===== src/rtl/nw_control_unit.sv =====
`default_nettype none
// ============================================================================
// Module   : nw_control_unit
// Brief    : Moore sequencer for the Needleman-Wunsch datapath (init, fill,
//            traceback, done) with phase watchdog and cell-count check.
//            Define NW_CTRL_CYCLE_COUNT_EN to build the run cycle counter.
// Revision : 1.0
// ============================================================================
module nw_control_unit #(
    parameter int N       = 128,
    parameter int TIMEOUT = 1024,
    parameter int CELL_W  = $clog2(N*N+1)
) (
    input  logic              clk,
    input  logic              rst,
    input  logic              start,
    input  logic              abort,
    input  logic              end_init,
    input  logic              calculated,
    input  logic              end_filling,
    input  logic              end_c,
    output logic              en_init,
    output logic              en_read,
    output logic              en_ins,
    output logic              we,
    output logic              change_index,
    output logic              en_traceB,
    output logic              busy,
    output logic              done,
    output logic              error,
    output logic [CELL_W-1:0] cell_cnt,
    output logic [31:0]       cycle_count
);
    localparam int WD_W = (TIMEOUT > 1) ? $clog2(TIMEOUT) : 1;

    localparam logic [2:0] c_s_idle  = 3'd0;
    localparam logic [2:0] c_s_init  = 3'd1;
    localparam logic [2:0] c_s_read  = 3'd2;
    localparam logic [2:0] c_s_write = 3'd3;
    localparam logic [2:0] c_s_next  = 3'd4;
    localparam logic [2:0] c_s_trace = 3'd5;
    localparam logic [2:0] c_s_done  = 3'd6;
    localparam logic [2:0] c_s_error = 3'd7;

    localparam logic [CELL_W-1:0] c_cells   = CELL_W'(N*N);
    localparam logic [WD_W-1:0]   c_wd_last = WD_W'(TIMEOUT-1);

    logic [2:0]        r_state;
    logic [2:0]        w_next;
    logic [CELL_W-1:0] r_cell_cnt;
    logic [WD_W-1:0]   r_wdog;
    logic              r_error;
    logic              r_en_init, r_en_read, r_en_ins, r_we;
    logic              r_change_index, r_en_traceB, r_busy, r_done;
    logic              w_wait_state;
    logic              w_wd_expired;
    logic              w_start_run;
    logic              w_next_busy;

    assign w_wait_state = (r_state == c_s_init) || (r_state == c_s_read) ||
                          (r_state == c_s_trace);
    assign w_wd_expired = w_wait_state && (r_wdog == c_wd_last);
    assign w_start_run  = (w_next == c_s_init) && (r_state != c_s_init);
    assign w_next_busy  = (w_next == c_s_init)  || (w_next == c_s_read) ||
                          (w_next == c_s_write) || (w_next == c_s_next) ||
                          (w_next == c_s_trace);

    // Exit flag beats the watchdog when both land on the last allowed cycle.
    always_comb begin
        w_next = r_state;
        if (abort && (r_state != c_s_idle)) begin
            w_next = c_s_idle;
        end else begin
            case (r_state)
                c_s_idle:  if (start) w_next = c_s_init;
                c_s_init:  if (end_init) w_next = c_s_read;
                           else if (w_wd_expired) w_next = c_s_error;
                c_s_read:  if (calculated) w_next = c_s_write;
                           else if (w_wd_expired) w_next = c_s_error;
                c_s_write: if (end_filling)
                               w_next = (r_cell_cnt + CELL_W'(1) == c_cells) ? c_s_trace : c_s_error;
                           else
                               w_next = c_s_next;
                c_s_next:  w_next = (r_cell_cnt == c_cells) ? c_s_error : c_s_read;
                c_s_trace: if (end_c) w_next = c_s_done;
                           else if (w_wd_expired) w_next = c_s_error;
                c_s_done:  w_next = c_s_idle;
                c_s_error: if (start) w_next = c_s_init;
                default:   w_next = c_s_idle;
            endcase
        end
    end

    always_ff @(posedge clk) begin
        if (rst) begin
            r_state        <= c_s_idle;
            r_cell_cnt     <= '0;
            r_wdog         <= '0;
            r_error        <= 1'b0;
            r_en_init      <= 1'b0;
            r_en_read      <= 1'b0;
            r_en_ins       <= 1'b0;
            r_we           <= 1'b0;
            r_change_index <= 1'b0;
            r_en_traceB    <= 1'b0;
            r_busy         <= 1'b0;
            r_done         <= 1'b0;
        end else begin
            r_state <= w_next;

            if (w_start_run)
                r_cell_cnt <= '0;
            else if (r_state == c_s_write)
                r_cell_cnt <= r_cell_cnt + CELL_W'(1);

            if ((w_next != r_state) || !w_wait_state)
                r_wdog <= '0;
            else
                r_wdog <= r_wdog + WD_W'(1);

            if (w_start_run)
                r_error <= 1'b0;
            else if (w_next == c_s_error)
                r_error <= 1'b1;

            // Outputs registered from the next state so they equal a decode of r_state.
            r_en_init      <= (w_next == c_s_init);
            r_en_read      <= (w_next == c_s_read);
            r_en_ins       <= (w_next == c_s_write);
            r_we           <= (w_next == c_s_write);
            r_change_index <= (w_next == c_s_next);
            r_en_traceB    <= (w_next == c_s_trace);
            r_busy         <= w_next_busy;
            r_done         <= (w_next == c_s_done);
        end
    end

    assign en_init      = r_en_init;
    assign en_read      = r_en_read;
    assign en_ins       = r_en_ins;
    assign we           = r_we;
    assign change_index = r_change_index;
    assign en_traceB    = r_en_traceB;
    assign busy         = r_busy;
    assign done         = r_done;
    assign error        = r_error;
    assign cell_cnt     = r_cell_cnt;

`ifdef NW_CTRL_CYCLE_COUNT_EN
    logic [31:0] r_cycle_count;

    always_ff @(posedge clk) begin
        if (rst)
            r_cycle_count <= '0;
        else if (w_start_run)
            r_cycle_count <= '0;
        else if (r_busy && (r_cycle_count != 32'hFFFF_FFFF))
            r_cycle_count <= r_cycle_count + 32'd1;
    end

    assign cycle_count = r_cycle_count;
`else
    assign cycle_count = 32'd0;
`endif

endmodule
`default_nettype wire


===== config.mk =====
export PLATFORM = sky130hd
export DESIGN_NAME = nw_control_unit
export DESIGN_NICKNAME = d
export VERILOG_FILES = /design/src/rtl/nw_control_unit.sv
export SDC_FILE = /design/constraint.sdc
export NUM_CORES = 1
export LEC_CHECK = 0
export CAP_MARGIN = 20
export CORE_ASPECT_RATIO = 2
export CORE_MARGIN = 4
export CORE_UTILIZATION = 25
export DETAILED_ROUTE_END_ITERATION = 8
export GPL_ROUTABILITY_DRIVEN = 0
export GPL_TIMING_DRIVEN = 0
export HOLD_SLACK_MARGIN = 0.15
export RECOVER_POWER = 100
export SYNTH_ARGS = -nofsm -noshare
export SYNTH_HDL_FRONTEND = slang
export SYNTH_SLANG_ARGS = --single-unit

===== constraint.sdc =====
create_clock -name clk -period 3.8 [get_ports clk]
set_clock_uncertainty 0.05 [all_clocks]
set_input_delay 0.76 -clock clk [delete_from_list [all_inputs] [get_ports clk]]
set_output_delay 0.76 -clock clk [all_outputs]
set_load 0.03 [all_outputs]

Yosys cells after proc, flatten, opt, wreduce, memory -nomap -nowiden
Cells that the tools add are included.
{"block": "classes", "n_reduce_logical": 16, "eq_ne": 19, "n_addsub": 2, "muxes": 10}
{"operator": "15-bit equality test, second input constant", "n": 2}
{"operator": "3-bit equality test, second input constant", "n": 8}
{"operator": "3-bit 2-to-1 mux", "n": 7}
{"operator": "3-bit one-hot mux with 7 select lines", "n": 1}
{"operator": "15-bit by 1-bit adder with 15-bit output, second input constant", "n": 1}
{"operator": "3-bit by 2-bit equality test with 1-bit output, second input constant", "n": 4}
{"operator": "10-bit by 1-bit adder with 10-bit output, second input constant", "n": 1}
{"operator": "10-bit equality test, second input constant", "n": 1}
{"operator": "1-bit logical OR", "n": 7}
{"operator": "3-bit by 1-bit equality test with 1-bit output, second input constant", "n": 2}
{"operator": "2-bit OR reduction", "n": 3}
{"operator": "2-bit 2-to-1 mux", "n": 2}
{"operator": "1-bit logical AND", "n": 3}
{"operator": "3-bit zero test", "n": 1}
{"operator": "3-bit by 1-bit inequality test with 1-bit output, second input constant", "n": 1}
{"operator": "3-bit inequality test", "n": 1}
{"operator": "3-bit nonzero test", "n": 1}
{"operator": "1-bit zero test", "n": 1}
{"block": "word_totals", "in_bits": 8, "ff_bits": 36, "output_inout_bits": 56, "wordCells": 58}

Logic depth before layout (Yosys ltp)
Gate-level depths: netlist (run 1).
{"block": "depth", "depth_word": 13, "mapped_depth": 10, "mapped_depth_nobuf": 8}

Worst setup path after synthesis (run 1)
No wires, ideal clock.
{"block": "synth_path", "path_kind": "reg-to-reg", "startpoint": "register r_cell_cnt[0], in the netlist cell_cnt[0]", "endpoint": "register r_cell_cnt[0], in the netlist cell_cnt[0]", "setup_ns": 0.117, "stages_incl_launch_ff": 11, "required_time_ns": 3.633, "setup_slack_ns": 1.025, "arrival_time_ns": 2.608, "cell_sequence": "dfxtp_1 ha_1 and4_1 buf_4 and2_1 nand3_1 a2111oi_2 a211oi_4 o21bai_4 buf_2 nor2_1"}
{"block": "synth_between", "elab_chain_cells": 9, "elab_cells_between_ends": 11, "cone_classes": "add/sub (1); eq/ne (3); mux (5); reduce/logical (2)"}
{"element": "start, declared", "line_no": "50", "rtl": "logic [CELL_W-1:0] r_cell_cnt;"}
{"element": "start signal, assigned", "line_no": "114", "rtl": "r_cell_cnt <= r_cell_cnt + CELL_W'(1);"}
{"element": "15-bit by 1-bit adder with 15-bit output", "line_no": "81, 114"}
{"element": "15-bit equality test", "line_no": "81", "rtl": "w_next = (r_cell_cnt + CELL_W'(1) == c_cells) ? c_s_trace : c_s_error;"}
{"element": "2-bit 2-to-1 mux", "line_no": "81"}
{"element": "2-bit 2-to-1 mux", "line_no": "80", "rtl": "c_s_write: if (end_filling)"}
{"element": "3-bit one-hot mux with 7 select lines", "line_no": "74", "rtl": "case (r_state)"}
{"element": "3-bit 2-to-1 mux", "line_no": "71", "rtl": "if (abort && (r_state != c_s_idle)) begin"}
{"element": "3-bit by 1-bit equality test with 1-bit output", "line_no": "63", "rtl": "assign w_start_run = (w_next == c_s_init) && (r_state != c_s_init);"}
{"element": "1-bit logical AND", "line_no": "63"}
{"element": "2-bit OR reduction (no source line)"}
Parallel ways exist; a longest one is shown, timed or not.
A chain may end at the register's enable or synchronous reset.

Worst setup path in the final report (run 1)
{"block": "layout_path", "startpoint": "register r_cell_cnt[0], in the netlist cell_cnt[0]", "endpoint": "register r_cell_cnt[7], in the netlist cell_cnt[7]"}
The elaborated chain is that of the path after synthesis.

==> impl_metrics.xml, run 1 <==
<?xml version="1.0" encoding="UTF-8"?>
<metrics>
  <group name="routing">
    <metric name="detail_route.vias_per_cell" unit="">4.55</metric>
    <metric name="totalWireLength" unit="mm">5.24</metric>
    <metric name="detailedRoute.firstIterationViolations" unit="">106</metric>
    <metric name="drtAntennaViolNets" unit="">0</metric>
    <metric name="router_iterations_before_antenna_repair" unit="">4</metric>
    <metric name="drt-wirelength-per-cell" unit="microns">12.0</metric>
    <metric name="drc_errors" unit="">0</metric>
    <metric name="route.vias.total" unit="">1983</metric>
  </group>
  <group name="timing">
    <metric name="final_period_minus_worst_setup_slack" unit="ns">3.16</metric>
    <metric name="worst_slew_pin_slew" unit="ns">1.12</metric>
    <metric name="fin_worst_hold_slack" unit="ns">0.446</metric>
    <metric name="finalMaxSlewViolations" unit="">0</metric>
    <metric name="slew_headroom" unit="%">25.3</metric>
    <metric name="setup_tns" unit="ns">0</metric>
    <metric name="report.final.hold_viol_count" unit="">0</metric>
    <metric name="setup_viol_count_final" unit="">0</metric>
    <metric name="period_utilization_post_route" unit="%">83.1</metric>
    <metric name="max_freq" unit="MHz">317</metric>
    <metric name="setup_repair_after_global_routing_missed_its_margin" unit="">false</metric>
  </group>
  <group name="min_path">
    <metric name="worstHoldPathCells" unit="">1</metric>
    <metric name="worstHoldStart" unit="">r_wdog[0]</metric>
    <metric name="worst_hold_path_type" unit="">reg2reg</metric>
    <metric name="worst_hold_path.endpoint" unit="">r_wdog[0]</metric>
  </group>
  <group name="worst_setup_path">
    <metric name="timing.critical_path.cells" unit="">ha_1, and4_1, clkbuf_1, and2_0, nand3_1, a2111oi_2, a211oi_4, o21bai_4, buf_2, nor2_1</metric>
    <metric name="critPathMaxFanout" unit="">10</metric>
    <metric name="crit_path_start_kind" unit="">flip-flop</metric>
    <metric name="cp_num_cells" unit="">10</metric>
    <metric name="path_delay_family" unit="">compound AO/OA/AOI/OAI gates</metric>
    <metric name="timing.rr.start" unit="">cell_cnt[0]</metric>
    <metric name="worst_r2r_path_depth" unit="">10</metric>
    <metric name="critPathArrivalTime" unit="ns">3.28</metric>
    <metric name="setup.worst_path.class" unit="">reg2reg</metric>
    <metric name="critical_path.n_buffers_inverters" unit="">2</metric>
    <metric name="critPathRequiredTime" unit="ns">3.92</metric>
    <metric name="setup.worst_path.end_class" unit="">flip-flop</metric>
    <metric name="r2r_end" unit="">cell_cnt[7]</metric>
    <metric name="critical-path-slowest-cell" unit="">sky130_fd_sc_hd__dfxtp_1</metric>
    <metric name="setup.reg_to_reg.worst_slack" unit="ns">0.64</metric>
    <metric name="critical_path.max_stage_delay" unit="ns">0.50</metric>
  </group>
  <group name="yosys">
    <metric name="synth_edf_count" unit="">0</metric>
    <metric name="synth-simple-area-share" unit="%">28.2</metric>
    <metric name="synth_adder_area_share" unit="%">2.19</metric>
    <metric name="synth.mux.area_fraction" unit="%">1.37</metric>
    <metric name="synthMostInstantiatedCell" unit="">sky130_fd_sc_hd__dfxtp_1</metric>
    <metric name="dominant_combinational_cell_family_by_area_after_synthesis" unit="">simple AND/OR/NAND/NOR gates</metric>
    <metric name="synthesized_area_divided_by_synthesized_cell_count" unit="sq um">8.64</metric>
    <metric name="synth_compound_area_share" unit="%">11.1</metric>
    <metric name="post_synth_xor_area_fraction" unit="%">11.1</metric>
    <metric name="synth.cell_area" unit="sq um">2290</metric>
    <metric name="synth_top_cell_by_area" unit="">sky130_fd_sc_hd__dfxtp_1</metric>
    <metric name="number_of_register_bits_inferred_by_synthesis" unit="">36</metric>
    <metric name="synth_async_sr_flop_share" unit="%">0</metric>
    <metric name="ys_dominant_reg_cell" unit="">sky130_fd_sc_hd__dfxtp_1</metric>
    <metric name="synth_commonest_cells" unit="">36 x sky130_fd_sc_hd__dfxtp_1, 34 x sky130_fd_sc_hd__buf_4, 28 x sky130_fd_sc_hd__nor2_1, 19 x sky130_fd_sc_hd__xor2_1</metric>
    <metric name="synth_seq_area_share" unit="%">31.5</metric>
    <metric name="post_synth_main_area_contributors" unit="">sky130_fd_sc_hd__dfxtp_1 31%, sky130_fd_sc_hd__buf_4 11%, sky130_fd_sc_hd__xor2_1 7.3%</metric>
    <metric name="ys.warnings.count" unit="">0</metric>
    <metric name="synthesized_netlist_cell_count" unit="">265</metric>
    <metric name="post_synth_num_cell_types" unit="">53</metric>
    <metric name="synth_top_area_share" unit="%">31.5</metric>
  </group>
  <group name="global_routing">
    <metric name="gr-usage-met2" unit="%">18.5</metric>
    <metric name="number_of_antenna_violations_at_the_first_check_in_global_routing" unit="">0</metric>
    <metric name="grt.met1_usage" unit="%">10.3</metric>
    <metric name="global_route.overflow_total" unit="">0</metric>
    <metric name="globalRouteTotalUtil" unit="%">10.3</metric>
    <metric name="grt_first_pass_wirelength" unit="mm">8.53</metric>
    <metric name="use_met3" unit="%">2.10</metric>
    <metric name="grt_start_max_net_pins" unit="">13</metric>
    <metric name="grt-busiest-layer" unit="">met2</metric>
    <metric name="grt_pass1_vias" unit="">1899</metric>
  </group>
  <group name="cts">
    <metric name="cts.sinks" unit="">36</metric>
    <metric name="cts_tree" unit="">built</metric>
    <metric name="postCtsSetupRepairBufs" unit="">0</metric>
    <metric name="cts.clk_slew.worst_paths" unit="ns">0.06</metric>
    <metric name="worst_skew_pair.late_latency" unit="ns">0.28</metric>
    <metric name="post_cts_resize_count" unit="">0</metric>
    <metric name="hold_buffers" unit="">0</metric>
    <metric name="clk_root_buffer_cell" unit="">sky130_fd_sc_hd__clkbuf_16</metric>
    <metric name="clockBufferDepth" unit="">2</metric>
    <metric name="cts_buffers" unit="">5</metric>
    <metric name="maximum_level_of_the_cts_h_tree" unit="">2</metric>
  </group>
  <group name="floorplan">
    <metric name="floorplan.initialDensity" unit="%">25.6</metric>
    <metric name="io_pins" unit="">64</metric>
    <metric name="floorplan.die.height" unit="microns">143</metric>
    <metric name="placement_rows" unit="">49</metric>
    <metric name="core-area" unit="sq um">8950</metric>
    <metric name="die_width" unit="microns">75.7</metric>
    <metric name="die_area" unit="sq um">10800</metric>
  </group>
  <group name="place">
    <metric name="number_of_placed_instances_with_taps_included" unit="">428</metric>
    <metric name="port_buffers" unit="">30</metric>
    <metric name="place_hpwl" unit="mm">4.10</metric>
  </group>
  <group name="run">
    <metric name="max_cap_viol_count" unit="">0</metric>
  </group>
  <group name="final_layout">
    <metric name="synthToLayoutAreaGrowth" unit="%">32.3</metric>
    <metric name="final_cells" unit="">436</metric>
    <metric name="design.final.nets" unit="">345</metric>
    <metric name="antennaDiodeCount" unit="">0</metric>
    <metric name="drive_gt1_share" unit="%">17.7</metric>
    <metric name="largest_reg_flops" unit="">15</metric>
  </group>
  <group name="power_and_ir_drop">
    <metric name="vdd_ir_drop_max" unit="mV">0.266</metric>
    <metric name="powerDensity" unit="nW/um^2">590</metric>
    <metric name="reported_leakage_power" unit="nW">1.31</metric>
  </group>
  <group name="run_status">
    <metric name="run_status" unit="">finished, final reports clean</metric>
  </group>
</metrics>
## worst reg2reg max path, cell delays in order (launching register included)
cell and delay, ns:
sky130_fd_sc_hd__dfxtp_1 0.50, sky130_fd_sc_hd__ha_1 0.34, sky130_fd_sc_hd__and4_1 0.22, sky130_fd_sc_hd__clkbuf_1 0.21, sky130_fd_sc_hd__and2_0 0.23, sky130_fd_sc_hd__nand3_1 0.12, sky130_fd_sc_hd__a2111oi_2 0.49, sky130_fd_sc_hd__a211oi_4 0.21
sky130_fd_sc_hd__o21bai_4 0.29, sky130_fd_sc_hd__buf_2 0.30, sky130_fd_sc_hd__nor2_1 0.08
## area by class of cell
class                   instances  area [sq um]
clock inverters                 3          90.1
inverters                       8          30.0
plain buffers                  44           293
clock buffers                   5           125
fillers                       916          5920
well taps                     102           128
flip-flops and latches         36           721
repair buffers                 30           300
multi-input cells             208          1340
## cells by family (layout without fill, tap and decap cells)
group,count (synthesis),after routing
other,1,32
muxes,3,3
xor gates and xnor gates,27,27
and+or+nand+nor,111,111
buffers and inverters,52,90
adders and majority gates,4,4
DFF,36,36
AOI/OAI and AO/OA,31,31
## per-stage QoR
step | total power [W] | utilization, % | instance area (sq um) | setup slack [ns]
CTS | 0.00182 | 34.1 | 3050 | 0.734
global route | 0.00189 | 33.9 | 3030 | 0.372
global placement | 0.00121 | 31.7 | 2830 | 0.628
floorplan | 0.00104 | - | 2410 | 1.03
finish | 0.00179 | 33.9 | 3030 | 0.643
detailed placement | 0.00122 | 31.7 | 2830 | 0.599
## layout by cell type, fill, tap and decap left out, types with 2 or more instances in the layout
cell type,n
sky130_fd_sc_hd__a21oi_1,11
sky130_fd_sc_hd__and3_1,6
sky130_fd_sc_hd__and4_1,2
sky130_fd_sc_hd__buf_2,3
sky130_fd_sc_hd__buf_4,33
sky130_fd_sc_hd__bufinv_16,3
sky130_fd_sc_hd__clkbuf_1,7
sky130_fd_sc_hd__clkbuf_16,5
sky130_fd_sc_hd__clkdlybuf4s50_1,6
sky130_fd_sc_hd__conb_1,32
sky130_fd_sc_hd__dfxtp_1,36
sky130_fd_sc_hd__dlygate4sd3_1,24
sky130_fd_sc_hd__ha_1,4
sky130_fd_sc_hd__inv_1,8
sky130_fd_sc_hd__mux2i_1,2
sky130_fd_sc_hd__nand2_1,11
sky130_fd_sc_hd__nand2b_1,2
sky130_fd_sc_hd__nand3_1,10
sky130_fd_sc_hd__nand3_2,2
sky130_fd_sc_hd__nand3b_1,3
sky130_fd_sc_hd__nand4_1,8
sky130_fd_sc_hd__nor2_1,28
sky130_fd_sc_hd__nor2b_1,3
sky130_fd_sc_hd__nor3_1,9
sky130_fd_sc_hd__nor4_1,11
sky130_fd_sc_hd__nor4b_1,2
sky130_fd_sc_hd__o21ai_0,5
sky130_fd_sc_hd__o22ai_1,2
sky130_fd_sc_hd__or3_1,3
sky130_fd_sc_hd__xnor2_1,7
sky130_fd_sc_hd__xor2_1,19
## worst max path at each step
stage,from,end,slack [ns]
final,cell_cnt[0],cell_cnt[7],0.64
after global routing,cell_cnt[0],cell_cnt[0],0.37
after CTS,cell_cnt[0],cell_cnt[3],0.73
after detailed placement,start,r_wdog[5],0.60
after global placement,start,error,0.63
after floorplan,cell_cnt[0],cell_cnt[0],1.03
## power by group
part	leakage [nW]	switching, W	internal, W
clock	0.104	0.000164	0.000442
sequential	0.291	0.0000200	0.000419
combinational	0.916	0.000491	0.000251
total	1.31	0.000675	0.00111
## layer usage
metal | vias up | share of wire [%]
li1 | 999 | -
met1 | 911 | 34
met2 | 64 | 56
met3 | 9 | 6.7
met4 | 0 | 2.9
met5 | - | 0
(Power assumes the default switching activity.)
==> run 2: changes to the inputs <==
Clock period 3.8 ns to 2.9 ns, I/O delays scaled along.
==> run 2 against run 1 <==
  * Hold slack about the same
  * Non-clock buffer count rose by 1
  * Critical path depth unchanged
  * Wire length down 0.40%
  * Largest power group unchanged
  * Sequential share of layout area fell by 0.18 points
  * Count of clock-buffer cells in the layout unchanged
  * Final area rose by 1.1%
  * First-iteration DRC count decreased by 3.8%
  * Worst setup slack got worse by 0.45 ns
  * Highest routed layer unchanged
==> impl_metrics.xml, run 2 (synthesis gave the netlist of run 1 again) <==
<?xml version="1.0" encoding="UTF-8"?>
<metrics>
  <group name="final_layout">
    <metric name="multi_input_comb_area" unit="sq um">1360</metric>
    <metric name="drive_gt1_share" unit="%">20.0</metric>
    <metric name="design.final.nets" unit="">346</metric>
    <metric name="antennaDiodeCount" unit="">0</metric>
    <metric name="finalInstanceArea" unit="sq um">3060</metric>
    <metric name="synthToLayoutAreaGrowth" unit="%">33.8</metric>
    <metric name="regArea" unit="sq um">723</metric>
    <metric name="most_common_cell_after_layout_fill_and_taps_aside" unit="">sky130_fd_sc_hd__buf_4</metric>
    <metric name="final_cells" unit="">437</metric>
    <metric name="fillers" unit="">907</metric>
    <metric name="most_frequent_cells_in_the_layout" unit="">36 x sky130_fd_sc_hd__buf_4, 34 x sky130_fd_sc_hd__dfxtp_1, 32 x sky130_fd_sc_hd__conb_1</metric>
    <metric name="largest_reg_flops" unit="">15</metric>
  </group>
  <group name="global_routing">
    <metric name="grt_start_max_net_pins" unit="">13</metric>
    <metric name="globalRouteTotalUtil" unit="%">10.3</metric>
    <metric name="grt_pass1_vias" unit="">1912</metric>
    <metric name="grt_first_pass_wirelength" unit="mm">8.56</metric>
    <metric name="number_of_antenna_violations_at_the_first_check_in_global_routing" unit="">0</metric>
    <metric name="global_route.overflow_total" unit="">0</metric>
  </group>
  <group name="cts">
    <metric name="clockBufferDepth" unit="">2</metric>
    <metric name="cts_buffers" unit="">5</metric>
    <metric name="maximum_level_of_the_cts_h_tree" unit="">2</metric>
    <metric name="cts_tree" unit="">built</metric>
    <metric name="cts.clk_slew.worst_paths" unit="ns">0.06</metric>
    <metric name="worst_skew_pair.late_latency" unit="ns">0.28</metric>
    <metric name="hold_buffers" unit="">0</metric>
    <metric name="clk_root_buffer_cell" unit="">sky130_fd_sc_hd__clkbuf_16</metric>
    <metric name="cts.sinks" unit="">36</metric>
  </group>
  <group name="worst_setup_path">
    <metric name="crit_path_start_kind" unit="">flip-flop</metric>
    <metric name="critPathRequiredTime" unit="ns">3.03</metric>
    <metric name="critPathMaxFanout" unit="">10</metric>
    <metric name="critPathArrivalTime" unit="ns">2.84</metric>
    <metric name="worst_r2r_path_depth" unit="">10</metric>
    <metric name="setup.worst_path.end_class" unit="">flip-flop</metric>
    <metric name="setup.worst_path.class" unit="">reg2reg</metric>
  </group>
  <group name="place">
    <metric name="dpl-instance-area" unit="sq um">2830</metric>
    <metric name="port_buffers" unit="">30</metric>
    <metric name="post-place-ws" unit="ns">-0.141</metric>
    <metric name="place_hpwl" unit="mm">4.10</metric>
    <metric name="number_of_placed_instances_with_taps_included" unit="">428</metric>
  </group>
  <group name="timing">
    <metric name="final_period_minus_worst_setup_slack" unit="ns">2.71</metric>
    <metric name="setup_viol_count_final" unit="">0</metric>
    <metric name="slew_headroom" unit="%">57.0</metric>
    <metric name="period_utilization_post_route" unit="%">93.5</metric>
    <metric name="setup_repair_after_global_routing_missed_its_margin" unit="">true</metric>
    <metric name="post-route-worst-setup-slack" unit="ns">0.189</metric>
    <metric name="max_freq" unit="MHz">369</metric>
    <metric name="finalMaxSlewViolations" unit="">0</metric>
    <metric name="worst_slew_pin_slew" unit="ns">0.645</metric>
    <metric name="fin_worst_hold_slack" unit="ns">0.447</metric>
    <metric name="report.final.hold_viol_count" unit="">0</metric>
  </group>
  <group name="run">
    <metric name="max_cap_viol_count" unit="">0</metric>
  </group>
  <group name="floorplan">
    <metric name="floorplan.die.height" unit="microns">143</metric>
    <metric name="io_pins" unit="">64</metric>
    <metric name="die_width" unit="microns">75.7</metric>
    <metric name="floorplan.initialDensity" unit="%">25.6</metric>
    <metric name="placement_rows" unit="">49</metric>
    <metric name="core-area" unit="sq um">8950</metric>
    <metric name="die_area" unit="sq um">10800</metric>
  </group>
  <group name="routing">
    <metric name="maxUsedRoutingLayer" unit="">met4</metric>
    <metric name="detailedRoute.firstIterationViolations" unit="">102</metric>
    <metric name="met2WireLength" unit="mm">2.90</metric>
    <metric name="detail_route.vias_per_cell" unit="">4.52</metric>
    <metric name="drtAntennaViolNets" unit="">0</metric>
    <metric name="drc_errors" unit="">0</metric>
    <metric name="drt-wirelength-per-cell" unit="microns">11.9</metric>
    <metric name="router_iterations_before_antenna_repair" unit="">4</metric>
    <metric name="met3_length" unit="microns">382</metric>
    <metric name="met1_length" unit="mm">1.78</metric>
    <metric name="route.vias.total" unit="">1977</metric>
    <metric name="totalWireLength" unit="mm">5.22</metric>
  </group>
  <group name="power_and_ir_drop">
    <metric name="reported_leakage_power" unit="nW">1.31</metric>
    <metric name="powerDensity" unit="nW/um^2">780</metric>
    <metric name="vdd_ir_drop_max" unit="mV">0.350</metric>
    <metric name="design_power_total" unit="W">0.00239</metric>
  </group>
  <group name="run_status">
    <metric name="run_status" unit="">finished, final reports clean</metric>
  </group>
  <group name="min_path">
    <metric name="worst_hold_path_type" unit="">reg2reg</metric>
    <metric name="worstHoldPathCells" unit="">2</metric>
  </group>
</metrics>
[run 2: cell count changes in the layout (fill, tap and decap cells not counted), sizes merged]
cell	change
clkdlybuf4s50	+6
dlygate4sd3	-6
buf	+3
clkbuf	-2
[run 2: per-stage QoR]
stage	setup TNS, ns	util (%)
5_1_grt	-0.0103	34.2
2_1_floorplan	0	-
3_3_place_gp	-2.07	31.7
6_report	0	34.2
4_1_cts	0	34.2
3_5_place_dp	-2.20	31.7
[run 2: timing repair]
action | CTS | global route
setup buffers | 1 | 0
endpoints found under the setup margin | 20 | 14
resized for setup | 3 | 1
pin swaps | 1 | 0
[run 2: layout make-up]
| class | instances | area share, % |
|---|---|---|
| multi-input cells | 208 | 44.4 |
| repair buffers | 31 | 10.0 |
| flip-flops and latches | 36 | 23.6 |
| inverters | 8 | 0.980 |
| clock buffers | 5 | 4.08 |
| well taps | 102 | 4.16 |
| plain buffers | 44 | 9.80 |
| clock inverters | 3 | 2.94 |
[run 2: final timing paths]
kind,from,end,slack [ns]
worst max register to register,cell_cnt[0],cell_cnt[7],0.19
worst max-delay path,cell_cnt[0],cell_cnt[7],0.19
worst min-delay path,error,error,0.45
worst min register to register,error,error,0.45
[run 2: critical path, stage by stage (launching register included)]
cell	delay, ns
sky130_fd_sc_hd__dfxtp_2	0.43
sky130_fd_sc_hd__ha_2	0.27
sky130_fd_sc_hd__and4_1	0.20
sky130_fd_sc_hd__buf_4	0.13
sky130_fd_sc_hd__and2_1	0.17
sky130_fd_sc_hd__nand3_1	0.11
sky130_fd_sc_hd__a2111oi_2	0.47
sky130_fd_sc_hd__a211oi_4	0.18
sky130_fd_sc_hd__o21bai_4	0.27
sky130_fd_sc_hd__buf_4	0.24
sky130_fd_sc_hd__nor2_1	0.06
[run 2: metal layers]
metal	GRT usage [%]	vias up
li1	-	1001
met1	10.3	894
met2	18.6	71
met3	2.10	11
met4	6.18	0
met5	0	-
[run 2: power by group]
part / switching, W / total [W] / internal, W
combinational: 0.000655 / 0.00102 / 0.000363
sequential: 0.0000270 / 0.000576 / 0.000549
clock: 0.000217 / 0.000796 / 0.000580
total: 0.000898 / 0.00239 / 0.00149
==> run 3: changes to the inputs <==
Settings changed: CTS_CLUSTER_SIZE set to 20.
==> results of run 3 <==
Same layout as run 2: the final DEF is identical, and so are final timing and power.
